$ cat src/rtl/risc_toy_pkg.sv
// Shared constants for the RISC_TOY core: datapath widths, instruction field
// positions, the fetch-stage state encoding and the opcodes the decoder uses.
package risc_toy_pkg;

    localparam int IF_AW = 30;
    localparam int IF_DW = 32;

    localparam int OP_MSB = 31;
    localparam int OP_LSB = 27;
    localparam int RA_MSB = 26;
    localparam int RA_LSB = 22;
    localparam int RB_MSB = 21;
    localparam int RB_LSB = 17;
    localparam int RC_MSB = 16;
    localparam int RC_LSB = 12;

    typedef enum logic {
        ST_BOOT = 1'b0,
        ST_RUN  = 1'b1
    } fetch_state_e;

    typedef logic [4:0] opcode_t;

    localparam opcode_t OP_BR  = 5'b01111;
    localparam opcode_t OP_BRL = 5'b10000;
    localparam opcode_t OP_J   = 5'b10001;
    localparam opcode_t OP_JL  = 5'b10010;

endpackage

$ cat src/rtl/risc_toy_pc.sv
// Program counter with the BOOT/RUN sequencer and next-PC selection
// (redirect over stall over sequential increment).
module risc_toy_pc
    import risc_toy_pkg::*;
#(
    parameter int             AW       = IF_AW,
    parameter logic [AW-1:0]  RESET_PC = '0
) (
    input  logic          i_clk,
    input  logic          i_rst_n,
    input  logic          i_stall,
    input  logic          i_redir_valid,
    input  logic [AW-1:0] i_redir_addr,
    output logic          o_run,
    output logic          o_advance,
    output logic          o_squash,
    output logic [AW-1:0] o_pc
);

    fetch_state_e  r_state;
    fetch_state_e  w_state_nxt;
    logic [AW-1:0] r_pc;
    logic [AW-1:0] w_pc_nxt;

    always_ff @(posedge i_clk or negedge i_rst_n) begin
        if (!i_rst_n) begin
            r_state <= ST_BOOT;
            r_pc    <= RESET_PC;
        end else begin
            r_state <= w_state_nxt;
            r_pc    <= w_pc_nxt;
        end
    end

    // BOOT ignores stall and redirect so memory gets one idle cycle to settle.
    always_comb begin
        w_state_nxt = r_state;
        w_pc_nxt    = r_pc;
        case (r_state)
            ST_BOOT: w_state_nxt = ST_RUN;
            ST_RUN: begin
                if (i_redir_valid) begin
                    w_pc_nxt = i_redir_addr;
                end else if (!i_stall) begin
                    w_pc_nxt = r_pc + AW'(1);
                end
            end
        endcase
    end

    assign o_run     = (r_state == ST_RUN);
    assign o_squash  = o_run & i_redir_valid;
    assign o_advance = o_run & ~i_redir_valid & ~i_stall;
    assign o_pc      = r_pc;

endmodule

$ cat src/rtl/risc_toy_fetch.sv
// Instruction-fetch stage: drives the instruction memory from the PC and
// holds the IF/ID register with pre-split fields and the link value.
module risc_toy_fetch
    import risc_toy_pkg::*;
#(
    parameter int            AW       = IF_AW,
    parameter int            DW       = IF_DW,
    parameter logic [AW-1:0] RESET_PC = '0
) (
    input  logic          CLK,
    input  logic          RSTN,
    output logic          IREQ,
    output logic [AW-1:0] IADDR,
    input  logic [DW-1:0] INSTR,
    input  logic          stall_i,
    input  logic          redir_valid_i,
    input  logic [AW-1:0] redir_addr_i,
    output logic          fi_valid,
    output logic [DW-1:0] fi_instr,
    output logic [4:0]    fi_op,
    output logic [4:0]    fi_ra,
    output logic [4:0]    fi_rb,
    output logic [4:0]    fi_rc,
    output logic [AW-1:0] fi_iaddr,
    output logic [DW-1:0] fi_link
);

    logic          w_run;
    logic          w_advance;
    logic          w_squash;
    logic [AW-1:0] w_pc;
    logic [AW-1:0] w_next_iaddr;

    logic          r_valid;
    logic [DW-1:0] r_instr;
    logic [AW-1:0] r_iaddr;

    risc_toy_pc #(
        .AW       (AW),
        .RESET_PC (RESET_PC)
    ) u_pc (
        .i_clk         (CLK),
        .i_rst_n       (RSTN),
        .i_stall       (stall_i),
        .i_redir_valid (redir_valid_i),
        .i_redir_addr  (redir_addr_i),
        .o_run         (w_run),
        .o_advance     (w_advance),
        .o_squash      (w_squash),
        .o_pc          (w_pc)
    );

    // A squash only clears the valid tag; the stale instruction stays behind.
    always_ff @(posedge CLK or negedge RSTN) begin
        if (!RSTN) begin
            r_valid <= 1'b0;
            r_instr <= '0;
            r_iaddr <= '0;
        end else if (w_squash) begin
            r_valid <= 1'b0;
        end else if (w_advance) begin
            r_valid <= 1'b1;
            r_instr <= INSTR;
            r_iaddr <= w_pc;
        end
    end

    assign IREQ  = w_run;
    assign IADDR = w_pc;

    assign w_next_iaddr = r_iaddr + AW'(1);

    assign fi_valid = r_valid;
    assign fi_instr = r_instr;
    assign fi_iaddr = r_iaddr;
    assign fi_op    = r_instr[OP_MSB:OP_LSB];
    assign fi_ra    = r_instr[RA_MSB:RA_LSB];
    assign fi_rb    = r_instr[RB_MSB:RB_LSB];
    assign fi_rc    = r_instr[RC_MSB:RC_LSB];
    assign fi_link  = {w_next_iaddr, 2'b00};

endmodule

$ cat config.mk
export PLATFORM = sky130hd
export DESIGN_NAME = risc_toy_fetch
export DESIGN_NICKNAME = d
export VERILOG_FILES = /design/src/rtl/risc_toy_pkg.sv /design/src/rtl/risc_toy_pc.sv /design/src/rtl/risc_toy_fetch.sv
export SDC_FILE = /design/constraint.sdc
export NUM_CORES = 1
export LEC_CHECK = 0
export CAP_MARGIN = 20
export CORE_MARGIN = 8
export CORE_UTILIZATION = 55
export CTS_CLUSTER_DIAMETER = 100
export CTS_CLUSTER_SIZE = 24
export DETAILED_ROUTE_END_ITERATION = 6
export DONT_BUFFER_PORTS = 1
export GPL_TIMING_DRIVEN = 1
export PLACE_DENSITY_LB_ADDON = 0.12
export SLEW_MARGIN = 30
export SYNTH_ARGS = -nofsm -noshare
export SYNTH_HDL_FRONTEND = slang
export SYNTH_SLANG_ARGS = --single-unit
$ cat constraint.sdc
create_clock -name CLK -period 5.5 [get_ports CLK]
set_input_delay 1.1 -clock CLK [delete_from_list [all_inputs] [get_ports CLK]]
set_output_delay 1.1 -clock CLK [all_outputs]
set_load 0.1 [all_outputs]
==> metrics.cfg, run 1 <==
[die]
die-height_um = 112.3
die_x_um = 112.3
dieArea_mm2 = 0.01261
start_util = 0.5602
core-area_mm2 = 0.009109
rows = 35
pin_count = 212

[yosys]
ys_seq_area_frac = 0.4610
syn_area_mm2 = 0.005102
synthMuxAreaShare = 0.007847
synth_fa_ha_area_frac = 0.004904
ys_ff_latch = 94
synth_top_area_share = 0.4610
synth_xor_area_frac = 0.04806
ys.flop_type = dfrtp_1
yosysTopAreaCell = dfrtp_1
yosys.area_share.simple = 0.3082
yosys_warnings = 0
synthCells = 617
postSynthAreaPerCell_um2 = 8.270
synth_edf_count = 0
synthMostInstantiatedCell = nand2_1
synth_compound_area_frac = 0.1015
synth_top_family_by_area = simple AND/OR/NAND/NOR gates
yosysUniqueCellTypes = 57
async_flop_share = 1.000
synth_area_leaders = dfrtp_1, nand2_1, xnor2_1
synth_commonest_cells = nand2_1, dfrtp_1, nand3_1

[run]
drv_cap = 0

[cts]
post_cts_buffers = 0
cts_resized = 0
postCtsHoldBufs = 0
tritoncts = built
cts-root-buf = clkbuf_8
cts_buffer_depth = 2
cts_buffers = 9
cts.sinks = 94
clkTransAtPathRegs_ns = 0.10
clk_latency_ns = 0.36
cts_htree_levels = 3

[global_routing]
grt_pass1_wl_um = 24250
grt_pass1_vias = 4405
antenna_found_initial = 0
grt_max_degree = 95
grt_overflow = 0
grt_usage = 0.2402

[sta]
setup_violations = 0
tightest_slew_ns = 1.035
finalCritPeriodShare = 0.7648
worst_clock_skew_ns = 0.01636
hold_viol = 0
max_clock_freq_mhz = 237.7
relSlewSlack = 0.3103
fin_crit_ns = 4.206
grt_setup_unrepaired = no
slew_viol_final = 0
tns_ns = 0

[power_and_ir_drop]
p_leak_nw = 2.738
ir_drop_v = 0.0002056
power.density_mw_per_mm2 = 578.8

[route]
drt-total-wl_um = 15090
via_per_inst = 5.948
wl_per_cell_um = 20.25
postRouteAntennaNets = 0
vias = 4431
post-route-drc-count = 1
first_pass_iters = 7
initialDrtViolationCount = 350

[worst_setup_path]
cp_num_buf_inv = 3
path_cells = buf_4 -> inv_1 -> nor4_1 -> nor2b_1 -> nand3_1 -> xnor2_2 -> buf_4
cp_max_fo = 8
critPathCaptureType = primary output
critical_path.max_stage_delay_ns = 0.66
start_kind = register
cp_slowest_cell = nor2b_1
cp_top_family = simple AND/OR/NAND/NOR gates
cp.required_ns = 4.40
critPathMostFrequentCell = buf_4
worstPathArrival_ns = 3.11
path_class = reg -> out

[place]
port_buffers = 0
placedCellCount = 729
place.gp.congestion = 0.9178
hpwl_um = 11220

[final_layout]
diodes = 0
nNetsFinal = 697
final_cells = 745
area_growth_pct = 15.15
drive_gt1_frac = 0.2571

[hold_path]
hold_class = in -> async

[run_status]
status = finished, violations left
violations = design-rule violations

[cell usage in the layout (no fill, tap or decap), types with 3 or more instances in the layout]
master / instances
buf_4: 57
nand2_1: 204
a31oi_1: 4
nor4_1: 6
a311oi_1: 4
dfrtp_1: 47
nor2b_1: 4
a211oi_1: 3
nor3_1: 16
a22oi_1: 4
nand2b_1: 3
clkbuf_8: 9
a21oi_1: 14
and3_1: 12
dfrtp_2: 47
or3_1: 6
and4_1: 3
nand3_1: 33
xnor2_2: 24
o21a_1: 3
inv_1: 9
nor2_1: 22
conb_1: 3
nand4_1: 13
o21ai_0: 28
mux2i_1: 4
[where the power goes]
| part | internal, mW | switching (mW) |
|---|---|---|
| clock network | 0.258 | 0.250 |
| registers | 0.803 | 0.950 |
| logic | 0.240 | 0.900 |
[cell type report]
class / count / area (um2)
multi-input cells: 458 / 2649
inverters: 9 / 33.78
clock inverters: 5 / 83.83
fillers: 786 / 3233
repair buffers: 57 / 427.9
flip-flops and latches: 94 / 2411
clock buffers: 11 / 131.4
well taps: 111 / 138.9
[per-layer routing]
layer | GRT usage | part of all wire
met5 | 0 | 0
met3 | 0.07783 | 0.099
met1 | 0.2802 | 0.39
met4 | 0.1070 | 0.031
met2 | 0.3966 | 0.48
[flip-flops by register name, indices dropped and copies added (netlist names)]
name	flops
u_pc.o_run	1
fi_instr	32
fi_valid	1
u_pc.o_pc	30
fi_iaddr	30
[path summary, 6_finish.rpt]
| kind | end | slack, ns | cells past startpoint | from |
|---|---|---|---|---|
| setup / recovery | fi_link[29] | 1.29 | 7 | fi_iaddr[9] |
| hold / removal | u_pc.o_pc[0] | 0.41 | 0 | RSTN |
| setup reg to reg | u_pc.o_pc[29] | 2.93 | 5 | u_pc.o_pc[5] |
| hold reg to reg | u_pc.o_pc[10] | 0.66 | 2 | u_pc.o_pc[10] |
| max in group asynchronous | fi_instr[23] | 4.86 | 0 | RSTN |
| min in group CLK | u_pc.o_pc[10] | 0.66 | 2 | u_pc.o_pc[10] |
[cells by family after synthesis]
kind of cell	count (synthesis)
multiplexers	4
adder cells (fa/ha/maj)	2
AND/OR/NAND/NOR	340
AO/OA/AOI/OAI	81
flip-flops	94
other	2
XOR/XNOR	28
buffers and inverters	66
[worst reg2reg max path, delay by kind of cell, from the launching register on]
kind | cells | cell delay, ns
flops | 1 | 1.04
mux | 1 | 0.20
simple gates | 4 | 1.22
[stage by stage]
stage / power [mW] / hold WS (ns) / setup slack, ns / utilization / area (um2)
floorplan: 2.651 / 0.8044 / 0.6009 / - / 5106
global placement: 2.878 / 0.5926 / 1.722 / 0.6152 / 5604
detailed placement: 2.909 / 0.6161 / 1.679 / 0.6202 / 5649
CTS: 3.416 / 0.4025 / 1.279 / 0.6438 / 5864
global route: 3.512 / 0.3953 / 1.086 / 0.6451 / 5876
finish: 3.401 / 0.4149 / 1.294 / 0.6451 / 5876
Power figures use the tool's default switching activity.
==> run 2: changes to the inputs <==
==> constraint.sdc (replaced) <==
create_clock -name CLK -period 4.2 [get_ports CLK]
set_input_delay 0.84 -clock CLK [delete_from_list [all_inputs] [get_ports CLK]]
set_output_delay 0.84 -clock CLK [all_outputs]
set_load 0.1 [all_outputs]
==> metrics.cfg, run 2 (synthesis results as in run 1) <==
[route]
first_pass_iters = 5  ; -2
via_per_inst = 5.860  ; -1.5%
initialDrtViolationCount = 382  ; +9.1%
post-route-drc-count = 0  ; -1
postRouteAntennaNets = 0  ; unchanged
vias = 4518  ; +2.0%
drt-total-wl_um = 15380  ; +1.9%
wl_per_cell_um = 19.94  ; -1.5%

[sta]
finalCritPeriodShare = 0.8522
setup_ws_ns = 0.6206  ; -0.6729 ns
max_clock_freq_mhz = 279.4
tightest_slew_ns = 1.019  ; -0.01527 ns
hold_viol = 0  ; unchanged
fin_crit_ns = 3.579
tns_ns = 0  ; unchanged
setup_violations = 0  ; unchanged
fin_hold_ws_ns = 0.1637  ; -0.2512 ns
grt_setup_unrepaired = no
slew_viol_final = 0  ; unchanged
relSlewSlack = 0.3204  ; +0.01018
worst_clock_skew_ns = 0.01543  ; -0.0009348 ns

[global_routing]
grt_overflow = 0  ; unchanged
grt_pass1_vias = 4448  ; +0.98%
grt_pass1_wl_um = 24150  ; -0.42%
grt_usage = 0.2381  ; -0.002102
grt_max_degree = 95  ; unchanged
antenna_found_initial = 0  ; unchanged

[cts]
tritoncts = built
clkTransAtPathRegs_ns = 0.10  ; about the same
postCtsHoldBufs = 0  ; unchanged
clk_latency_ns = 0.36  ; about the same
cts-root-buf = clkbuf_8
cts_resized = 0  ; unchanged
post_cts_buffers = 0  ; unchanged
cts_buffer_depth = 2  ; unchanged
cts.sinks = 94  ; unchanged
cts_htree_levels = 3  ; unchanged
cts_buffers = 9  ; unchanged

[power_and_ir_drop]
power.density_mw_per_mm2 = 744.1  ; +29%
power_mw = 4.634  ; +36%
ir_drop_v = 0.0003490  ; +70%
p_leak_nw = 2.957  ; +8.0%

[place]
hpwl_um = 11210  ; about the same
placedCellCount = 755  ; +3.6%
place_ws_ns = 0.9833  ; -0.6952 ns
post_dp_cell_area_mm2 = 0.005991  ; +6.0%
port_buffers = 0  ; unchanged
place.gp.congestion = 0.9287  ; +1.2%

[worst_setup_path]
critPathCaptureType = primary output
start_kind = register
cp.required_ns = 3.36  ; -1.04 ns
cp_top_family = simple AND/OR/NAND/NOR gates
cp_slowest_cell = nor2_1
critical_path.max_stage_delay_ns = 0.50  ; -0.16 ns
critPathMostFrequentCell = nand4_1
cp_max_fo = 7  ; -1
path_cells = buf_4 -> and4_1 -> nand4_1 -> nor2_1 -> nand4_1 -> xnor2_2 -> buf_12
path_class = reg -> out
worstPathArrival_ns = 2.74  ; -0.37 ns
cp_num_buf_inv = 2  ; -1

[final_layout]
largest_register_ffs = 32  ; unchanged
design_area_mm2 = 0.006227  ; +6.0%
final_cells = 771  ; +3.5%
area_growth_pct = 22.05
drive_gt1_frac = 0.2591  ; +0.001993
post-route-util = 0.6837  ; +0.03860
layout_commonest_cell = nand2_1
mostFrequentLayoutCells = nand2_1, buf_4, dfrtp_1, nand3_1, o21ai_0
nNetsFinal = 723  ; +3.7%
diodes = 0  ; unchanged
nFillCells = 741  ; -5.7%

[hold_path]
hold_class = in -> async

[die]
pin_count = 212  ; unchanged
core-area_mm2 = 0.009109  ; unchanged
dieArea_mm2 = 0.01261  ; unchanged
start_util = 0.5602  ; unchanged
die_x_um = 112.3  ; unchanged
die-height_um = 112.3  ; unchanged
rows = 35  ; unchanged

[run]
drv_cap = 0  ; unchanged

[run_status]
status = complete, no violations

==> run 2: cell count changes in the layout (fill, tap and decap cells not counted) <==
cell / before / now
buf_12: 0 / 15
xor2_2: 2 / 4
clkinv_4: 0 / 2
clkinvlp_4: 2 / 1
clkbuf_8: 9 / 10
dfrtp_1: 47 / 67
clkbuf_1: 2 / 0
buf_4: 57 / 68
dfrtp_2: 47 / 27
xor2_4: 2 / 0
==> run 2: layout make-up <==
class | count | area (um2) | share of cell area
clock buffers | 10 | 137.6 | 0.02210
clock inverters | 6 | 93.84 | 0.01507
inverters | 9 | 33.78 | 0.005425
multi-input cells | 458 | 2626 | 0.4217
flip-flops and latches | 94 | 2386 | 0.3832
well taps | 111 | 138.9 | 0.02230
repair buffers | 83 | 810.8 | 0.1302
==> run 2: metal layers <==
| metal | track usage | up-vias | share of wire |
|---|---|---|---|
| met1 | 0.2835 | 2137 | 0.40 |
| met4 | 0.06475 | 0 | 0.012 |
| met3 | 0.07729 | 17 | 0.10 |
| li1 | - | 2133 | - |
| met5 | 0 | - | 0 |
| met2 | 0.4047 | 231 | 0.49 |
==> run 2: where the power goes <==
part	total [mW]	switching, mW	internal, mW
clock network	0.695	0.339	0.356
logic	2.02	1.58	0.446
registers	1.92	0.865	1.05
==> run 2: final timing paths <==
path / from / end / slack [ns] / cells after the start
max in group asynchronous: RSTN / fi_instr[13] / 3.89 / 0
min in group CLK: u_pc.o_pc[17] / fi_iaddr[17] / 0.54 / 2
setup reg to reg: u_pc.o_pc[0] / u_pc.o_pc[18] / 1.86 / 7
setup / recovery: fi_iaddr[3] / fi_link[28] / 0.62 / 7
hold / removal: RSTN / u_pc.o_pc[20] / 0.16 / 0
hold reg to reg: u_pc.o_pc[17] / fi_iaddr[17] / 0.54 / 2
